==> src/rtl/display_pkg.sv <==
// rtl/display_pkg.sv - shared types for the display page sequencer
// Purpose: page and FSM enums, page count, snapshot record and page-advance helper.
// Ports: none (package).
package display_pkg;

    typedef enum logic [1:0] {
        PG_PRICE = 2'd0,
        PG_STATS = 2'd1,
        PG_TRADE = 2'd2
    } page_t;

    typedef enum logic [1:0] {
        LIVE       = 2'd0,
        FROZEN_ON  = 2'd1,
        FROZEN_OFF = 2'd2
    } fsm_t;

    localparam int PAGE_COUNT = 3;

    // Everything the display can show, captured as one unit on halt.
    typedef struct packed {
        logic [7:0] buy_price;
        logic [7:0] sell_price;
        logic [7:0] spread_now;
        logic [7:0] trade_count;
        logic [7:0] last_price;
        logic [1:0] state;
    } snapshot_t;

    // Page sequence PRICE -> STATS -> TRADE -> PRICE; page 3 is unreachable.
    function automatic page_t page_advance(input page_t p);
        case (p)
            PG_PRICE: return PG_STATS;
            PG_STATS: return PG_TRADE;
            default:  return PG_PRICE;
        endcase
    endfunction

endpackage

==> src/rtl/tick_divider.sv <==
// rtl/tick_divider.sv - free-running modulo-DIV counter with a 1-cycle wrap tick
// Purpose: counts 0..DIV-1 while en is high; tick is high in the cycle the count wraps.
// Ports: clk, reset (sync active-high), en (count enable), clr (sync clear, wins over en),
//        tick (combinational, 1 cycle per wrap).
module tick_divider #(
    parameter int DIV = 4
) (
    input  logic clk,
    input  logic reset,
    input  logic en,
    input  logic clr,
    output logic tick
);

    localparam int              W    = $clog2(DIV + 1);
    localparam logic [W-1:0]    LAST = W'(DIV - 1);

    logic [W-1:0] cnt;

    assign tick = en && (cnt == LAST);

    always_ff @(posedge clk) begin
        if (reset || clr) begin
            cnt <= '0;
        end else if (en) begin
            cnt <= tick ? '0 : cnt + 1'b1;
        end
    end

endmodule

==> src/rtl/display_page_ctrl.sv <==
// rtl/display_page_ctrl.sv - page sequencer, halt snapshot/blink and match LED stretcher
// Purpose: drives the three 8-bit display_hex inputs from one of three value pages, rotating
//          automatically or on a key pulse; freezes a blinking snapshot while halted; stretches
//          the 1-cycle match pulse into a visible LED.
// Ports: clk, reset (sync active-high); buy_price, sell_price, spread_now, trade_count,
//        last_price (8b), state (2b) data inputs; halt_signal, match_signal, next_page, auto_en
//        controls; disp_a/b/c (8b), blank (6b), page (2b), match_led, frozen registered outputs.
module display_page_ctrl
    import display_pkg::*;
#(
    parameter int TICK_DIV     = 50_000_000,
    parameter int ROTATE_TICKS = 3,
    parameter int BLINK_DIV    = 12_500_000,
    parameter int STRETCH_CYC  = 25_000_000
) (
    input  logic       clk,
    input  logic       reset,
    input  logic [7:0] buy_price,
    input  logic [7:0] sell_price,
    input  logic [7:0] spread_now,
    input  logic [7:0] trade_count,
    input  logic [7:0] last_price,
    input  logic [1:0] state,
    input  logic       halt_signal,
    input  logic       match_signal,
    input  logic       next_page,
    input  logic       auto_en,
    output logic [7:0] disp_a,
    output logic [7:0] disp_b,
    output logic [7:0] disp_c,
    output logic [5:0] blank,
    output logic [1:0] page,
    output logic       match_led,
    output logic       frozen
);

    localparam int           RW           = $clog2(ROTATE_TICKS + 1);
    localparam int           SW           = $clog2(STRETCH_CYC + 1);
    localparam logic [RW-1:0] ROT_LAST     = RW'(ROTATE_TICKS - 1);
    localparam logic [SW-1:0] STRETCH_LOAD = SW'(STRETCH_CYC);

    fsm_t          fsm_q, fsm_d;
    page_t         page_q, page_d;
    logic [RW-1:0] rot_cnt_q, rot_cnt_d;
    logic [SW-1:0] stretch_q, stretch_d;
    snapshot_t     snap_q, snap_d, live, src;
    logic          halt_q;
    logic          rot_tick, blink_tick;
    logic          is_frozen;
    logic          auto_step, auto_adv;
    logic [7:0]    a_d, b_d, c_d;

    assign is_frozen = (fsm_q != LIVE);
    assign page      = page_q;

    tick_divider #(.DIV(TICK_DIV)) u_rotate (
        .clk   (clk),
        .reset (reset),
        .en    (1'b1),
        .clr   (1'b0),
        .tick  (rot_tick)
    );

    // Blink phase restarts from zero on every entry into the frozen states.
    tick_divider #(.DIV(BLINK_DIV)) u_blink (
        .clk   (clk),
        .reset (reset),
        .en    (is_frozen),
        .clr   (!is_frozen),
        .tick  (blink_tick)
    );

    always_comb begin
        live.buy_price   = buy_price;
        live.sell_price  = sell_price;
        live.spread_now  = spread_now;
        live.trade_count = trade_count;
        live.last_price  = last_price;
        live.state       = state;
    end

    // FSM next state; halt low always wins over a blink toggle.
    always_comb begin
        fsm_d  = fsm_q;
        snap_d = snap_q;
        case (fsm_q)
            LIVE: begin
                if (halt_signal && !halt_q) begin
                    fsm_d  = FROZEN_ON;
                    snap_d = live;
                end
            end
            FROZEN_ON: begin
                if (!halt_signal)    fsm_d = LIVE;
                else if (blink_tick) fsm_d = FROZEN_OFF;
            end
            FROZEN_OFF: begin
                if (!halt_signal)    fsm_d = LIVE;
                else if (blink_tick) fsm_d = FROZEN_ON;
            end
            default: fsm_d = LIVE;
        endcase
    end

    // Page selection; a key pulse coinciding with an auto advance moves just one page.
    always_comb begin
        auto_step = auto_en && !is_frozen && rot_tick;
        auto_adv  = auto_step && (rot_cnt_q == ROT_LAST);
        page_d    = page_q;
        rot_cnt_d = rot_cnt_q;
        if (next_page || auto_adv) begin
            page_d    = page_advance(page_q);
            rot_cnt_d = '0;
        end else if (auto_step) begin
            rot_cnt_d = rot_cnt_q + 1'b1;
        end
    end

    always_comb begin
        stretch_d = stretch_q;
        if (match_signal)         stretch_d = STRETCH_LOAD;
        else if (stretch_q != '0) stretch_d = stretch_q - 1'b1;
    end

    // Display values follow the next-state page/FSM so disp_* and page/blank change together.
    always_comb begin
        src = (fsm_d == LIVE) ? live : snap_d;
        a_d = src.buy_price;
        b_d = src.sell_price;
        c_d = src.spread_now;
        case (page_d)
            PG_STATS: begin
                a_d = src.trade_count;
                b_d = src.last_price;
                c_d = src.spread_now;
            end
            PG_TRADE: begin
                a_d = src.trade_count;
                b_d = src.last_price;
                c_d = {6'b0, src.state};
            end
            default: ;
        endcase
    end

    always_ff @(posedge clk) begin
        if (reset) begin
            fsm_q     <= LIVE;
            page_q    <= PG_PRICE;
            rot_cnt_q <= '0;
            stretch_q <= '0;
            snap_q    <= '0;
            halt_q    <= 1'b0;
            disp_a    <= '0;
            disp_b    <= '0;
            disp_c    <= '0;
            blank     <= '0;
            match_led <= 1'b0;
            frozen    <= 1'b0;
        end else begin
            fsm_q     <= fsm_d;
            page_q    <= page_d;
            rot_cnt_q <= rot_cnt_d;
            stretch_q <= stretch_d;
            snap_q    <= snap_d;
            halt_q    <= halt_signal;
            disp_a    <= a_d;
            disp_b    <= b_d;
            disp_c    <= c_d;
            blank     <= (fsm_d == FROZEN_OFF) ? 6'h3F : 6'h00;
            match_led <= (stretch_d != '0);
            frozen    <= (fsm_d != LIVE);
        end
    end

endmodule

==> config.mk <==
export PLATFORM = sky130hd
export DESIGN_NAME = display_page_ctrl
export DESIGN_NICKNAME = d
export VERILOG_FILES = /design/src/rtl/display_pkg.sv /design/src/rtl/tick_divider.sv /design/src/rtl/display_page_ctrl.sv
export SDC_FILE = /design/constraint.sdc
export NUM_CORES = 1
export LEC_CHECK = 0
export ABC_AREA = 1
export BUFFER_PORTS_ARGS = -buffer_cell sky130_fd_sc_hd__buf_2
export CORE_MARGIN = 2
export CORE_UTILIZATION = 52
export CTS_BUF_LIST = sky130_fd_sc_hd__clkbuf_8 sky130_fd_sc_hd__clkbuf_16
export CTS_CLUSTER_DIAMETER = 40
export DETAILED_ROUTE_END_ITERATION = 7
export GPL_TIMING_DRIVEN = 0
export PLACE_DENSITY = 0.72
export SLEW_MARGIN = 30
export SYNTH_ARGS = -nofsm -noshare
export SYNTH_HDL_FRONTEND = slang
export SYNTH_SLANG_ARGS = --single-unit
==> constraint.sdc <==
create_clock -name clk -period 5.7 [get_ports clk]
set_input_delay 1.14 -clock clk [delete_from_list [all_inputs] [get_ports clk]]
set_output_delay 1.14 -clock clk [all_outputs]
set_load 0.05 [all_outputs]
---- Word-level counts from Yosys, hierarchy flattened ----
Cells that the tools add are included.
storage, ports and cells
  output and inout bits ................... 34
  memories ................................ 0
  bits in latches ......................... 0
  word-level logic and storage cells ...... 71
  bits in read-only memories .............. 0
  register bits ........................... 156
  memory bits (writable) .................. 0
cells by class
  reductions and logical operators ........ 20
  add/sub/neg operators ................... 4
  div/mod/pow operators ................... 0
  muxes and demuxes ....................... 18
  bitwise operators ....................... 0
  shift-type cells ........................ 0
  eq/ne operators ......................... 9
  multipliers ............................. 0
  magnitude comparators ................... 0
operators with widths
  cell                                                 number
  two-way mux 42 bit                                   3
  two-way mux 25 bit                                   2
  nonzero test 25 bit                                  2
  adder 26 x 1 -> 26 bit (second input constant)       1
  == test 26 bit (second input constant)               1
  subtractor 25 x 1 -> 25 bit (second input constant)  1
  adder 24 x 1 -> 24 bit (second input constant)       1
  == test 24 bit (second input constant)               1
  two-way mux 24 bit                                   1
  two-way mux 8 bit                                    2
  two-way mux 2 bit                                    7
  == test 2 bit (second input constant)                4
  OR reduction 2 bit                                   4
  == test 2 x 1 -> 1 bit (second input constant)       3
  logical NOT 2 bit                                    3
  two-way mux 6 bit                                    1
  case mux 2 bit (3 select lines)                      1
  logical AND 1 bit                                    5
  case mux 2 bit (2 select lines)                      1
  nonzero test 2 bit                                   2
  adder 2 x 1 -> 2 bit (second input constant)         1
  logical NOT 1 bit                                    2
  logical OR 1 bit                                     2

---- Longest topological paths before layout ----
Gate-level depths: netlist of the first run.
  depth after elaboration ................. 10
  mapped depth ............................ 18
  mapped depth without buffers ............ 16

---- Modules after synthesis ----
A second synthesis of the first run with hierarchy kept.
second synthesis, totals
  cells, all modules ...................... 1,094
  area, all modules ....................... 7,651.1 µm²
modules (own cells, without submodules)
  module                   area each (µm²)  instances  cells an instance
  display_page_ctrl        4,654.5          1          620
  tick_divider (u_rotate)  1,570.3          1          242
  tick_divider (u_blink)   1,426.4          1          232

---- Worst setup path after synthesis of the first run ----
No wires, ideal clock.
  kind .................................... input to register
  start point ............................. input auto_en
  end point ............................... register disp_a[1]
  arrival time ............................ 2,768 ps
  stages .................................. 13
  path slack .............................. 2,862 ps
  buffers on the path ..................... 2
  data required time ...................... 5,630 ps
  path through ............................ inv_1 nor2_1 nand3_1 nand2_1 o21ai_0 nand2_1 inv_1 ha_1 clkbuf_1 inv_1 clkbuf_1 nand3_1 a21oi_1
on the way
  word-level cells in the longest chain between the ends .. 8
RTL lines
  item                                                            RTL line                  text
  from (decl)                                                     display_page_ctrl.sv:27   input logic auto_en,
  logical AND 1 bit * (2 in series)                               display_page_ctrl.sv:107  auto_step = auto_en && !is_frozen && rot_tick;
  logical AND 1 bit *                                             display_page_ctrl.sv:108  auto_adv = auto_step && (rot_cnt_q == ROT_LAST);
  logical OR 1 bit *                                              display_page_ctrl.sv:111  if (next_page || auto_adv) begin
  two-way mux 2 bit *                                             display_page_ctrl.sv:111
  net page_d[1]                                                   display_page_ctrl.sv:43   page_t page_q, page_d;
  == test 2 bit / == test 2 x 1 -> 1 bit (equally long branches)  display_page_ctrl.sv:131  case (page_d)
  OR reduction 2 bit (no line) *                                  --
  two-way mux 8 bit *                                             display_page_ctrl.sv:131
  to (signal assigned)                                            display_page_ctrl.sv:154  disp_a <= '0;
  to (signal assigned)                                            display_page_ctrl.sv:167  disp_a <= a_d;
  to (decl)                                                       display_page_ctrl.sv:28   output logic [7:0] disp_a,
The timed path passes the listed nets; every way through them passes the cells marked *.
A chain may end at the register's enable or synchronous reset.

---- Worst setup path after layout of the first run ----
  start point ............................. register u_rotate.cnt[0]
  end point ............................... register disp_b[2]
on the way
  word-level cells in the longest chain between the ends .. 8
RTL lines
  item                                                            RTL line                  text
  from (decl)                                                     tick_divider.sv:18        logic [W-1:0] cnt;
  from (signal assigned)                                          tick_divider.sv:26        cnt <= tick ? '0 : cnt + 1'b1;
  == test 26 bit *                                                tick_divider.sv:20        assign tick = en && (cnt == LAST);
  logical AND 1 bit *                                             display_page_ctrl.sv:107
  logical AND 1 bit *                                             display_page_ctrl.sv:108
  logical OR 1 bit *                                              display_page_ctrl.sv:111
  two-way mux 2 bit *                                             display_page_ctrl.sv:111
  net page_d[1]                                                   display_page_ctrl.sv:43
  == test 2 bit / == test 2 x 1 -> 1 bit (equally long branches)  display_page_ctrl.sv:131
  OR reduction 2 bit (no line) *                                  --
  two-way mux 8 bit *                                             display_page_ctrl.sv:131
  to (signal assigned)                                            display_page_ctrl.sv:155  disp_b <= '0;
  to (signal assigned)                                            display_page_ctrl.sv:168  disp_b <= b_d;
  to (decl)                                                       display_page_ctrl.sv:29   output logic [7:0] disp_b,
Marks and branches as above.

==> key figures, run 1 <==
Outcome
  • Status: finished clean

Layout
  • Fillers: between 1,000 and 1,500
  • Most frequent cells in the layout: nand2_1 (216), nor2_1 (211), dfxtp_1 (151), inv_1 (118), a21oi_1 (92)
  • Post-layout nets: 1,220
  • Commonest non-fill, non-tap cell in the layout: nand2_1
  • Layout area overhead: 17.6%
  • Antenna fix cells: 0
  • Share of layout cells above drive strength 1: 12.4%

Die
  • Die width: 122 um
  • Rows: 43
  • Initial core utilization: 52.7%
  • Core area: around 0.014 mm2
  • Die H: around 120 um
  • I/O Pins: 82
  • Die area: 0.0149 mm2

STA
  • Worst-margin pin slew: ~660 ps
  • Final Cycle Share: 59.8%
  • Setup TNS: 0 ps
  • Clock Skew: roughly 7 ps
  • Slew margin rel.: 56.0%
  • Slew Viols, Final: 0
  • Final setup viols: 0
  • Final Hold Fails: 0
  • Unrepaired setup endpoints after global routing: false
  • Min Tclk post-route: 3410 ps
  • FMAX: 0.293 GHz
  • WHS: roughly 450 ps

Setup path
  • Crit-path most repeated cell: nand2_1
  • Worst EP required: 6040 ps
  • Slowest Stage Delay on Critical Path: 420 ps
  • Crit path DAT: about 3800 ps
  • Worst Path Max Fanout: 10
  • Slowest CP cell: clkbuf_1
  • CP endpoint kind: register
  • R2r endpoint: disp_b[2]
  • Register-to-Register Setup Slack: 2290 ps
  • R2R depth: 18
  • Reg2Reg Launch Point: u_rotate.cnt[0]
  • Kind of critical path: register to register
  • Cells along the critical path: ha_1, nand2_1, inv_1, nand2_1, nor4_1, nand2_1, inv_1, nand3_1, nand2_1, o21ai_0, nand2_1, inv_1, ha_1, clkbuf_1, inv_1, clkbuf_1, nand3_1, a21oi_1
  • CP startpoint kind: register

Synthesis
  • Synth top area share: a little over two fifths
  • Top cell type by total area after synthesis: dfxtp_1
  • Dominant cells by area after synthesis: dfxtp_1 (42%), nand2_1 (11%), nor2_1 (11%)
  • Synth unique cells: 37
  • Synth Instances: 1,068
  • Synth warn: 0
  • Syn avg cell area: a little under 7 um2
  • Synth Flop Type: dfxtp_1
  • Synthesis-stage register bit count: 151
  • Register area share after synthesis: 41.8%
  • Number of enable flip-flop cells after synthesis: 0
  • Synthesized area: 0.00723 mm2
  • Async SR Flop Fraction: 0%
  • Syn Nets: 1,121

Placement
  • HPWL Detailed: 12,900 um
  • Port bufs: 80
  • Routability cong.: 0.917

Worst hold path
  • HP Class: register to register
  • Hold Path Sink: u_blink.cnt[0]
  • Hold Path Origin: u_blink.cnt[0]
  • Hold depth: 1

Clock tree
  • Post_cts resized: 0
  • Root Buffer: clkbuf_16
  • CTS Hold Bufs: 0
  • Worst-path clk slew: around 60 ps
  • Setup bufs post-CTS: 0
  • Insertion delay to the later sink of the worst-skew pair: 420 ps
  • CTS max path bufs: 2
  • CTS tree: built
  • H-tree depth: 4
  • CTS buffer count: 17
  • # clock sinks: around 150

Power and ir drop
  • Leakage: ~3.9 nW
  • Pwr dens: 338 mW/mm2
  • Worst vdd ir: 0.284 mV

Detailed routing
  • First-pass iteration count of the detailed router: 5
  • DR vias/cell: 5.23
  • DRT antenna net count: 0
  • Initial drt markers: 580
  • DRC Markers: 0
  • WL final: 18,100 um
  • Drt wl/cell: 13.3 um
  • Routed vias: a little over 7,000

GRT
  • Number of global-route vias before repair: 6,518
  • Largest net degree at the start of global routing: 17
  • Number of antenna violations at the first check in global routing: 1
  • Total GRT Usage: 24.9%
  • First-pass GRT wire length: 29,700 um
  • Final global-route overflow total: 0

Job
  • MaxCap Viol Count: 0
sequential cells by signal, summed over array words and instances (netlist names):
register      flops
u_rotate.cnt     26
halt_q            1
rot_cnt_q         2
disp_c            8
fsm_q             2
page              2
u_blink.cnt      24
disp_b            8
disp_a            8
frozen            1
snap_q           42
stretch_q        25
blank             1
match_led         1
how the worst max path moves through the flow:
stage                          from        end  slack, ps  cells after the start
global route        u_rotate.cnt[0]  disp_b[2]       1950                     18
detailed placement          auto_en  disp_b[2]       2150                     14
CTS                 u_rotate.cnt[0]  disp_b[2]       2250                     18
floorplan                   auto_en  disp_a[1]       2860                     13
global placement            auto_en  disp_a[1]       2180                     14
finish              u_rotate.cnt[0]  disp_b[2]       2290                     18
layer usage:
layer	GRT usage (%)	share of wire (%)
met1	33.6	46
met2	39.0	45
met3	5.71	5.5
met4	9.20	2.6
met5	0	0.072
where the power goes:
part / leakage, nW / switching, mW / internal [mW]
registers: 1.24 / 0.0273 / 1.11
clock network: 0.307 / 0.453 / 0.779
logic: 2.34 / 0.355 / 0.142
total: 3.88 / 0.835 / 2.04
stage by stage:
| stage | utilization [%] | total power [mW] | setup WS, ps | instances | cell area [um2] |
|---|---|---|---|---|---|
| 3_3_place_gp | 57.2 | 1.65 | 2180 | 1328 | 7850 |
| 2_1_floorplan | - | 1.52 | 2860 | 1068 | 7230 |
| 6_report | 62.0 | 2.87 | 2290 | 1359 | 8500 |
| 4_1_cts | 62.0 | 2.88 | 2250 | 1359 | 8500 |
| 5_1_grt | 62.0 | 2.99 | 1950 | 1359 | 8500 |
| 3_5_place_dp | 57.2 | 1.65 | 2150 | 1328 | 7850 |
final cells by class:
cell class / count / area, um2 / area share [%]
inverter: 121 / 454 / 5.34
clock buffer: 17 / 425 / 5.00
multi-input combinational: 750 / 3510 / 41.3
buffer: 46 / 241 / 2.84
clock inverter: 14 / 224 / 2.63
tap: 180 / 225 / 2.65
sequential: 151 / 3020 / 35.6
timing repair buffer: 80 / 400 / 4.71
logic make-up (layout without fill, tap and decap cells):
family	Yosys count	after routing	synth area share (%)
AOI/OAI and AO/OA	133	133	10.2
xor gates and xnor gates	14	14	1.70
adders and majority gates	5	5	0.866
buffers and inverters	167	278	9.63
DFF	151	151	41.8
muxes	6	6	0.831
and+or+nand+nor	592	592	35.0
cell usage after synthesis, types with 6 or more instances:
cell type / instances
a211oi_1: 6
nand2_1: 216
a21oi_1: 92
o21ai_0: 16
inv_1: 118
nand3b_1: 9
nor3_1: 18
mux2i_1: 6
buf_4: 6
buf_2: 7
dfxtp_1: 151
nor2_1: 211
nand3_1: 89
o21a_1: 10
xor2_1: 12
clkbuf_1: 26
nand4_1: 32
worst max-delay path, delay by kind of cell (launching register included):
kind | cells | cell delay, ps
AO/OA/AOI/OAI | 2 | 290
adder cells (fa/ha/maj) | 2 | 430
buffers and inverters | 6 | 1110
flip-flops | 1 | 350
AND/OR/NAND/NOR | 8 | 1130
Note: power is estimated with default switching activity, not from simulation.
==> run 2: changes to the inputs <==
--- a/config.mk
+++ b/config.mk
@@ -5,7 +5,7 @@
 export SDC_FILE = /design/constraint.sdc
 export NUM_CORES = 1
 export LEC_CHECK = 0
-export ABC_AREA = 1
+export ABC_AREA = 0
 export BUFFER_PORTS_ARGS = -buffer_cell sky130_fd_sc_hd__buf_2
 export CORE_MARGIN = 2
 export CORE_UTILIZATION = 52
@@ -13,7 +13,7 @@
 export CTS_CLUSTER_DIAMETER = 40
 export DETAILED_ROUTE_END_ITERATION = 7
 export GPL_TIMING_DRIVEN = 0
-export PLACE_DENSITY = 0.72
+export PLACE_DENSITY = 0.73
 export SLEW_MARGIN = 30
 export SYNTH_ARGS = -nofsm -noshare
 export SYNTH_HDL_FRONTEND = slang
==> constraint.sdc (replaced) <==
create_clock -name clk -period 3.25 [get_ports clk]
set_input_delay 0.65 -clock clk [delete_from_list [all_inputs] [get_ports clk]]
set_output_delay 0.65 -clock clk [all_outputs]
set_load 0.05 [all_outputs]
==> key figures, run 2 <==
Outcome
  • Status: finished clean

Detailed routing
  • Drt wl/cell: 15.3 um (+15%)
  • DRT antenna net count: 0 (unchanged)
  • DRC Markers: 0 (unchanged)
  • First-pass iteration count of the detailed router: 5 (unchanged)
  • Initial drt markers: 355 (-39%)
  • DR vias/cell: 5.41 (+3.4%)
  • WL final: 15,700 um (-13%)
  • Routed vias: 5,561 (-22%)

GRT
  • Total GRT Usage: 23.7% (-1.2 points)
  • Final global-route overflow total: 0 (unchanged)
  • Largest net degree at the start of global routing: 17 (unchanged)
  • Number of global-route vias before repair: 5,416 (-17%)
  • First-pass GRT wire length: 25,100 um (-15%)
  • Number of antenna violations at the first check in global routing: 1 (unchanged)

Die
  • Die H: 117 um (-4.1%)
  • Initial core utilization: 53.0% (+0.29 points)
  • Die width: 117 um (-4.1%)
  • Rows: 41 (-4.7%)
  • Die area: 0.0137 mm2 (-8.0%)
  • I/O Pins: 82 (unchanged)
  • Core area: 0.0125 mm2 (-8.8%)

STA
  • Final Cycle Share: 93.3% (+33 points)
  • Unrepaired setup endpoints after global routing: false
  • Clock Skew: 9.54 ps (+2.55 ps)
  • Slew Viols, Final: 0 (unchanged)
  • Final Hold Fails: 0 (unchanged)
  • Worst-margin pin slew: 845 ps (+185 ps)
  • Final setup viols: 0 (unchanged)
  • Slew margin rel.: 43.1% (-13 points)
  • Min Tclk post-route: 3030 ps (-379 ps)
  • FMAX: 0.330 GHz (+13%)

Synthesis
  • Synth Instances: 739 (-31%)
  • Syn avg cell area: 8.97 um2 (+33%)
  • Synth Flop Type: dfxtp_1
  • Dominant cells by area after synthesis: dfxtp_1 (46%), nand2_1 (7.1%), mux4_2 (6.1%)
  • Synth warn: 0 (unchanged)
  • Synth top area share: 45.6% (+3.8 points)
  • Syn Nets: 792 (-29%)
  • Synth unique cells: 65 (+76%)
  • Count leader, synth: dfxtp_1
  • Synthesis-stage register bit count: 151 (unchanged)
  • Synthesized area: 0.00663 mm2 (-8.3%)
  • Register area share after synthesis: 45.6% (+3.8 points)
  • Number of enable flip-flop cells after synthesis: 0 (unchanged)
  • Top cell type by total area after synthesis: dfxtp_1
  • Post-synth top cells: dfxtp_1 (151), nand2_1 (125), nor2_1 (97), a21oi_1 (60), xor2_1 (37)
  • Async SR Flop Fraction: 0% (unchanged)

Setup path
  • Cells along the critical path: ha_2, nand3_2, nor2_4, nand2_2, nor4_4, a21oi_2, mux2_2, ha_1, buf_8, buf_12, mux4_2, and2_1
  • Kind of critical path: register to register
  • CP startpoint kind: register
  • CP endpoint kind: register
  • Crit path DAT: 3340 ps (-410 ps)
  • Slowest CP cell: mux4_2
  • Worst Path Max Fanout: 10 (unchanged)
  • Slowest Stage Delay on Critical Path: 490 ps (+70 ps)
  • Worst EP required: 3560 ps (-2480 ps)
  • CP Buf/Inv Count: 2 (-4)
  • CP top delay family: simple AND/OR/NAND/NOR gates

Clock tree
  • CTS tree: built
  • CTS buffer count: 17 (unchanged)
  • # clock sinks: 151 (unchanged)
  • CTS max path bufs: 2 (unchanged)
  • Root Buffer: clkbuf_16
  • Worst-path clk slew: 60 ps (about the same)
  • H-tree depth: 4 (unchanged)
  • Insertion delay to the later sink of the worst-skew pair: 430 ps (about the same)

Layout
  • Post-layout nets: 896 (-27%)
  • Layout area overhead: 20.8%
  • Most flops, register: snap_q
  • Final std cells w/o fill: 1,028 (-24%)
  • Max FFs per register: 42 (unchanged)
  • Multi-input gate area: 0.00342 mm2 (-2.6%)
  • Register area: 0.00303 mm2 (about the same)
  • Fillers: 1,064 (-19%)
  • Share of layout cells above drive strength 1: 20.4% (+8.0 points)
  • Most frequent cells in the layout: dfxtp_1 (149), nand2_1 (124), nor2_1 (95), buf_2 (80), a21oi_1 (59)
  • Commonest non-fill, non-tap cell in the layout: dfxtp_1
  • Top Registers: snap_q x42, u_rotate.cnt x26, stretch_q x25

Power and ir drop
  • Worst vdd ir: 0.390 mV (+37%)
  • Leakage: 3.16 nW (-19%)
  • Pwr dens: 597 mW/mm2 (+77%)
  • Total Power: 4.78 mW (+67%)

Worst hold path
  • HP Class: register to register

Placement
  • Port bufs: 80 (unchanged)
  • HPWL Detailed: 11,200 um (-13%)
  • Routability cong.: 0.870 (-5.2%)
  • Dpl cells: 991 (-25%)

Job
  • MaxCap Viol Count: 0 (unchanged)
run 2: changes by cell type after synthesis, sizes merged, moves of 18 or more:
cell / before / now
nand4: 32 / 13
a21oi: 93 / 60
xnor2: 2 / 24
xor2: 12 / 37
nor2: 216 / 99
mux4: 0 / 18
inv: 120 / 11
and2: 0 / 24
nand3: 90 / 29
nand2: 218 / 125
run 2: worst paths after layout:
path              startpoint              end  slack (ps)  cells past startpoint
max          u_rotate.cnt[1]        disp_a[0]         220                     12
max reg2reg  u_rotate.cnt[1]        disp_a[0]         220                     12
min reg2reg  u_rotate.cnt[0]  u_rotate.cnt[0]         440                      1
min          u_rotate.cnt[0]  u_rotate.cnt[0]         440                      1
run 2: logic make-up after synthesis:
logic type	count (synthesis)	share of synthesized area, %
adders and majority gates	5	0.944
buffers and inverters	51	3.85
xor gates and xnor gates	61	8.17
DFF	151	45.6
AOI/OAI and AO/OA	84	7.57
and+or+nand+nor	361	26.5
muxes	26	7.34
run 2: repair_timing:
item	in CTS	in global routing
hold buffers	0	0
pin swaps	2	3
setup endpoints to repair	16	10
setup buffers	1	4
gates resized for setup	10	11
run 2: cell type report:
type                       count  share of cell area (%)
antenna                        1                  0.0312
buffer                        39                    2.97
clock buffer                  23                    6.34
clock inverter                 8                    1.50
inverter                      12                   0.562
multi-input combinational    537                    42.7
sequential                   151                    37.8
tap                          172                    2.69
timing repair buffer          85                    5.47
run 2: power breakdown:
| group | internal (mW) | switching, mW | total [mW] |
|---|---|---|---|
| clock network | 1.32 | 0.748 | 2.07 |
| logic | 0.284 | 0.423 | 0.706 |
| registers | 1.95 | 0.0593 | 2.00 |
| total | 3.55 | 1.23 | 4.78 |
run 2: per-stage QoR:
stage	utilization [%]	cell area (um2)	TNS, ps	setup WS (ps)	hold slack, ps
6_report	64.0	8010	0	219	438
3_3_place_gp	57.9	7250	-3550	-385	428
3_5_place_dp	58.0	7250	-5250	-520	447
4_1_cts	63.4	7930	0	13.7	455
5_1_grt	64.0	8010	0	20.3	460
2_1_floorplan	-	6630	0	32.0	418
run 2: metal layers:
metal,vias up,GRT usage [%],share of wire (%)
met5,-,0,0
li1,2738,-,-
met2,121,42.0,51
met4,0,6.59,0.88
met1,2693,28.0,43
met3,9,6.95,4.9
==> run 3: changes to the inputs <==
--- a/config.mk
+++ b/config.mk
@@ -14,6 +14,7 @@
 export DETAILED_ROUTE_END_ITERATION = 7
 export GPL_TIMING_DRIVEN = 0
 export PLACE_DENSITY = 0.73
+export REMOVE_ABC_BUFFERS = 1
 export SLEW_MARGIN = 30
 export SYNTH_ARGS = -nofsm -noshare
 export SYNTH_HDL_FRONTEND = slang
==> key figures, run 3 (synthesis gave the netlist of run 2 again) <==
Layout
  • Top Registers: snap_q x42, u_rotate.cnt x26, stretch_q x25
  • Commonest non-fill, non-tap cell in the layout: dfxtp_1
  • Max FFs per register: 42 (unchanged)
  • Final core occ: 62.6% (-1.4 points)
  • Most flops, register: snap_q
  • Multi-input gate area: 0.00342 mm2 (unchanged)
  • Final std cells w/o fill: 999 (-2.8%)
  • Most frequent cells in the layout: dfxtp_1 (151), nand2_1 (123), nor2_1 (95), buf_2 (83), a21oi_1 (60)
  • Fillers: 1,075 (+1.0%)
  • Register area: 0.00302 mm2 (about the same)
  • Share of layout cells above drive strength 1: 20.9% (+0.59 points)
  • Post-layout nets: 866 (-3.3%)
  • Layout area overhead: 18.2%

Setup path
  • CP startpoint kind: register
  • Reg2Reg Launch Point: u_rotate.cnt[0]
  • Worst Path Max Fanout: 5 (-5)
  • Register-to-Register Setup Slack: 110 ps (-110 ps)
  • Slowest CP cell: mux4_2
  • Worst EP required: 3570 ps (about the same)
  • Crit path DAT: 3460 ps (+120 ps)
  • CP top delay family: simple AND/OR/NAND/NOR gates
  • CP Depth: 11 (-1)
  • CP endpoint kind: register
  • Slowest Stage Delay on Critical Path: 480 ps (about the same)
  • Kind of critical path: register to register
  • Cells along the critical path: ha_1, nand3_2, nor2_4, nand2_2, nor4_2, a21oi_1, mux2_2, ha_4, buf_4, mux4_2, and2_1
  • CP Buf/Inv Count: 1 (-1)
  • R2R depth: 11 (-1)
  • R2r endpoint: disp_b[4]

Worst hold path
  • Hold depth: 1 (unchanged)
  • HP Class: register to register
  • Hold Path Sink: u_blink.cnt[0]
  • Hold Path Origin: u_blink.cnt[0]

STA
  • Slew Viols, Final: 0 (unchanged)
  • Clock Skew: 9.26 ps (-0.280 ps)
  • Final Hold Fails: 0 (unchanged)
  • FMAX: 0.318 GHz (-3.5%)
  • Slew margin rel.: 44.5% (+1.4 points)
  • Min Tclk post-route: 3140 ps (+109 ps)
  • Worst-margin pin slew: 831 ps (-14.4 ps)
  • Setup ws final: 110 ps (-109 ps)
  • Final Cycle Share: 96.6% (+3.4 points)
  • Final setup viols: 0 (unchanged)

Die
  • Die H: 117 um (unchanged)
  • Core area: 0.0125 mm2 (unchanged)
  • Rows: 41 (unchanged)
  • I/O Pins: 82 (unchanged)
  • Initial core utilization: 53.0% (unchanged)
  • Die width: 117 um (unchanged)
  • Die area: 0.0137 mm2 (unchanged)

Detailed routing
  • Initial drt markers: 420 (+18%)
  • DRC Markers: 0 (unchanged)
  • WL final: 15,100 um (-4.0%)
  • Routed vias: 5,518 (-0.77%)
  • First-pass iteration count of the detailed router: 4 (-1)
  • Drt wl/cell: 15.1 um (-1.2%)
  • DRT antenna net count: 0 (unchanged)
  • DR vias/cell: 5.52 (+2.1%)

Clock tree
  • H-tree depth: 4 (unchanged)
  • CTS max path bufs: 2 (unchanged)
  • CTS buffer count: 17 (unchanged)
  • Root Buffer: clkbuf_16
  • Worst-path clk slew: 60 ps (about the same)
  • Insertion delay to the later sink of the worst-skew pair: 420 ps (about the same)
  • CTS tree: built
  • # clock sinks: 151 (unchanged)

Power and ir drop
  • Worst vdd ir: 0.443 mV (+13%)
  • Leakage: 3.06 nW (-3.2%)
  • Pwr dens: 596 mW/mm2 (-0.18%)

Placement
  • Dpl cells: 962 (-2.9%)
  • Routability cong.: 0.876 (+0.77%)
  • HPWL Detailed: 10,200 um (-9.0%)
  • Port bufs: 81 (+1.3%)
  • Setup slack after placement: -347 ps (+173 ps)

GRT
  • Number of global-route vias before repair: 5,436 (+0.37%)
  • Total GRT Usage: 23.0% (-0.74 points)
  • First-pass GRT wire length: 24,500 um (-2.6%)
  • Number of antenna violations at the first check in global routing: 1 (unchanged)
  • Largest net degree at the start of global routing: 63 (+46)
  • Final global-route overflow total: 0 (unchanged)

Job
  • MaxCap Viol Count: 0 (unchanged)

Outcome
  • Status: finished clean
## run 3: cell types whose count changed in the layout (fill, tap and decap cells not counted), sizes merged
cell,before,now
clkbuf,51,17
clkinvlp,0,4
clkinv,4,5
inv,13,16
buf,96,94
bufinv,3,2
## run 3: what timing repair did
item,in CTS,in global routing
gates resized for setup,2,5
pin swaps,1,0
setup endpoints to repair,16,14
hold buffers,0,0
setup buffers,4,0
## run 3: final cells by class
class / instances / share of cell area, %
diodes: 1 / 0.0319
clock buffers: 17 / 5.43
clock inverters: 15 / 2.15
inverters: 12 / 0.575
multi-input cells: 537 / 43.6
flip-flops and latches: 151 / 38.6
well taps: 172 / 2.75
repair buffers: 94 / 6.91
## run 3: per-stage QoR
stage | area [um2] | hold WS (ps) | TNS [ps] | total power [mW]
after floorplan | 6420 | 418 | -38310 | 2.51
after global placement | 7040 | 429 | -138560 | 2.67
after detailed placement | 7150 | 439 | -5150 | 2.70
after CTS | 7810 | 452 | 0 | 4.69
after global routing | 7840 | 466 | -498 | 4.84
final | 7840 | 448 | 0 | 4.67
## run 3: worst register-to-register path: stages, from the launching register on
cell and delay, ps:
dfxtp_1 370, ha_1 210, nand3_2 150, nor2_4 170, nand2_2 120, nor4_2 290, a21oi_1 200, mux2_2 350
ha_4 350, buf_4 170, mux4_2 480, and2_1 160
## run 3: worst max path at each step
stage | start | end | slack, ps
final | u_rotate.cnt[0] | disp_b[4] | 110
after floorplan | halt_signal | snap_q[0] | -910
after global placement | halt_signal | snap_q[11] | -3080
after detailed placement | u_rotate.cnt[0] | disp_a[3] | -350
after global routing | u_rotate.cnt[17] | disp_b[3] | -60
after CTS | u_rotate.cnt[0] | disp_b[4] | 10
## run 3: where the power goes
group | switching, mW | internal [mW] | leakage [nW]
logic | 0.410 | 0.289 | 1.55
clock network | 0.816 | 1.15 | 0.277
registers | 0.0665 | 1.94 | 1.24
## run 3: routing by layer
metal	part of all wire [%]	vias to the layer above	wire (um)	GRT usage (%)
met4	1.3	0	203	8.63
met2	50	147	7600	40.5
met3	6.3	18	959	7.72
li1	-	2677	-	-
met1	42	2676	6350	25.8
met5	0	-	0	0
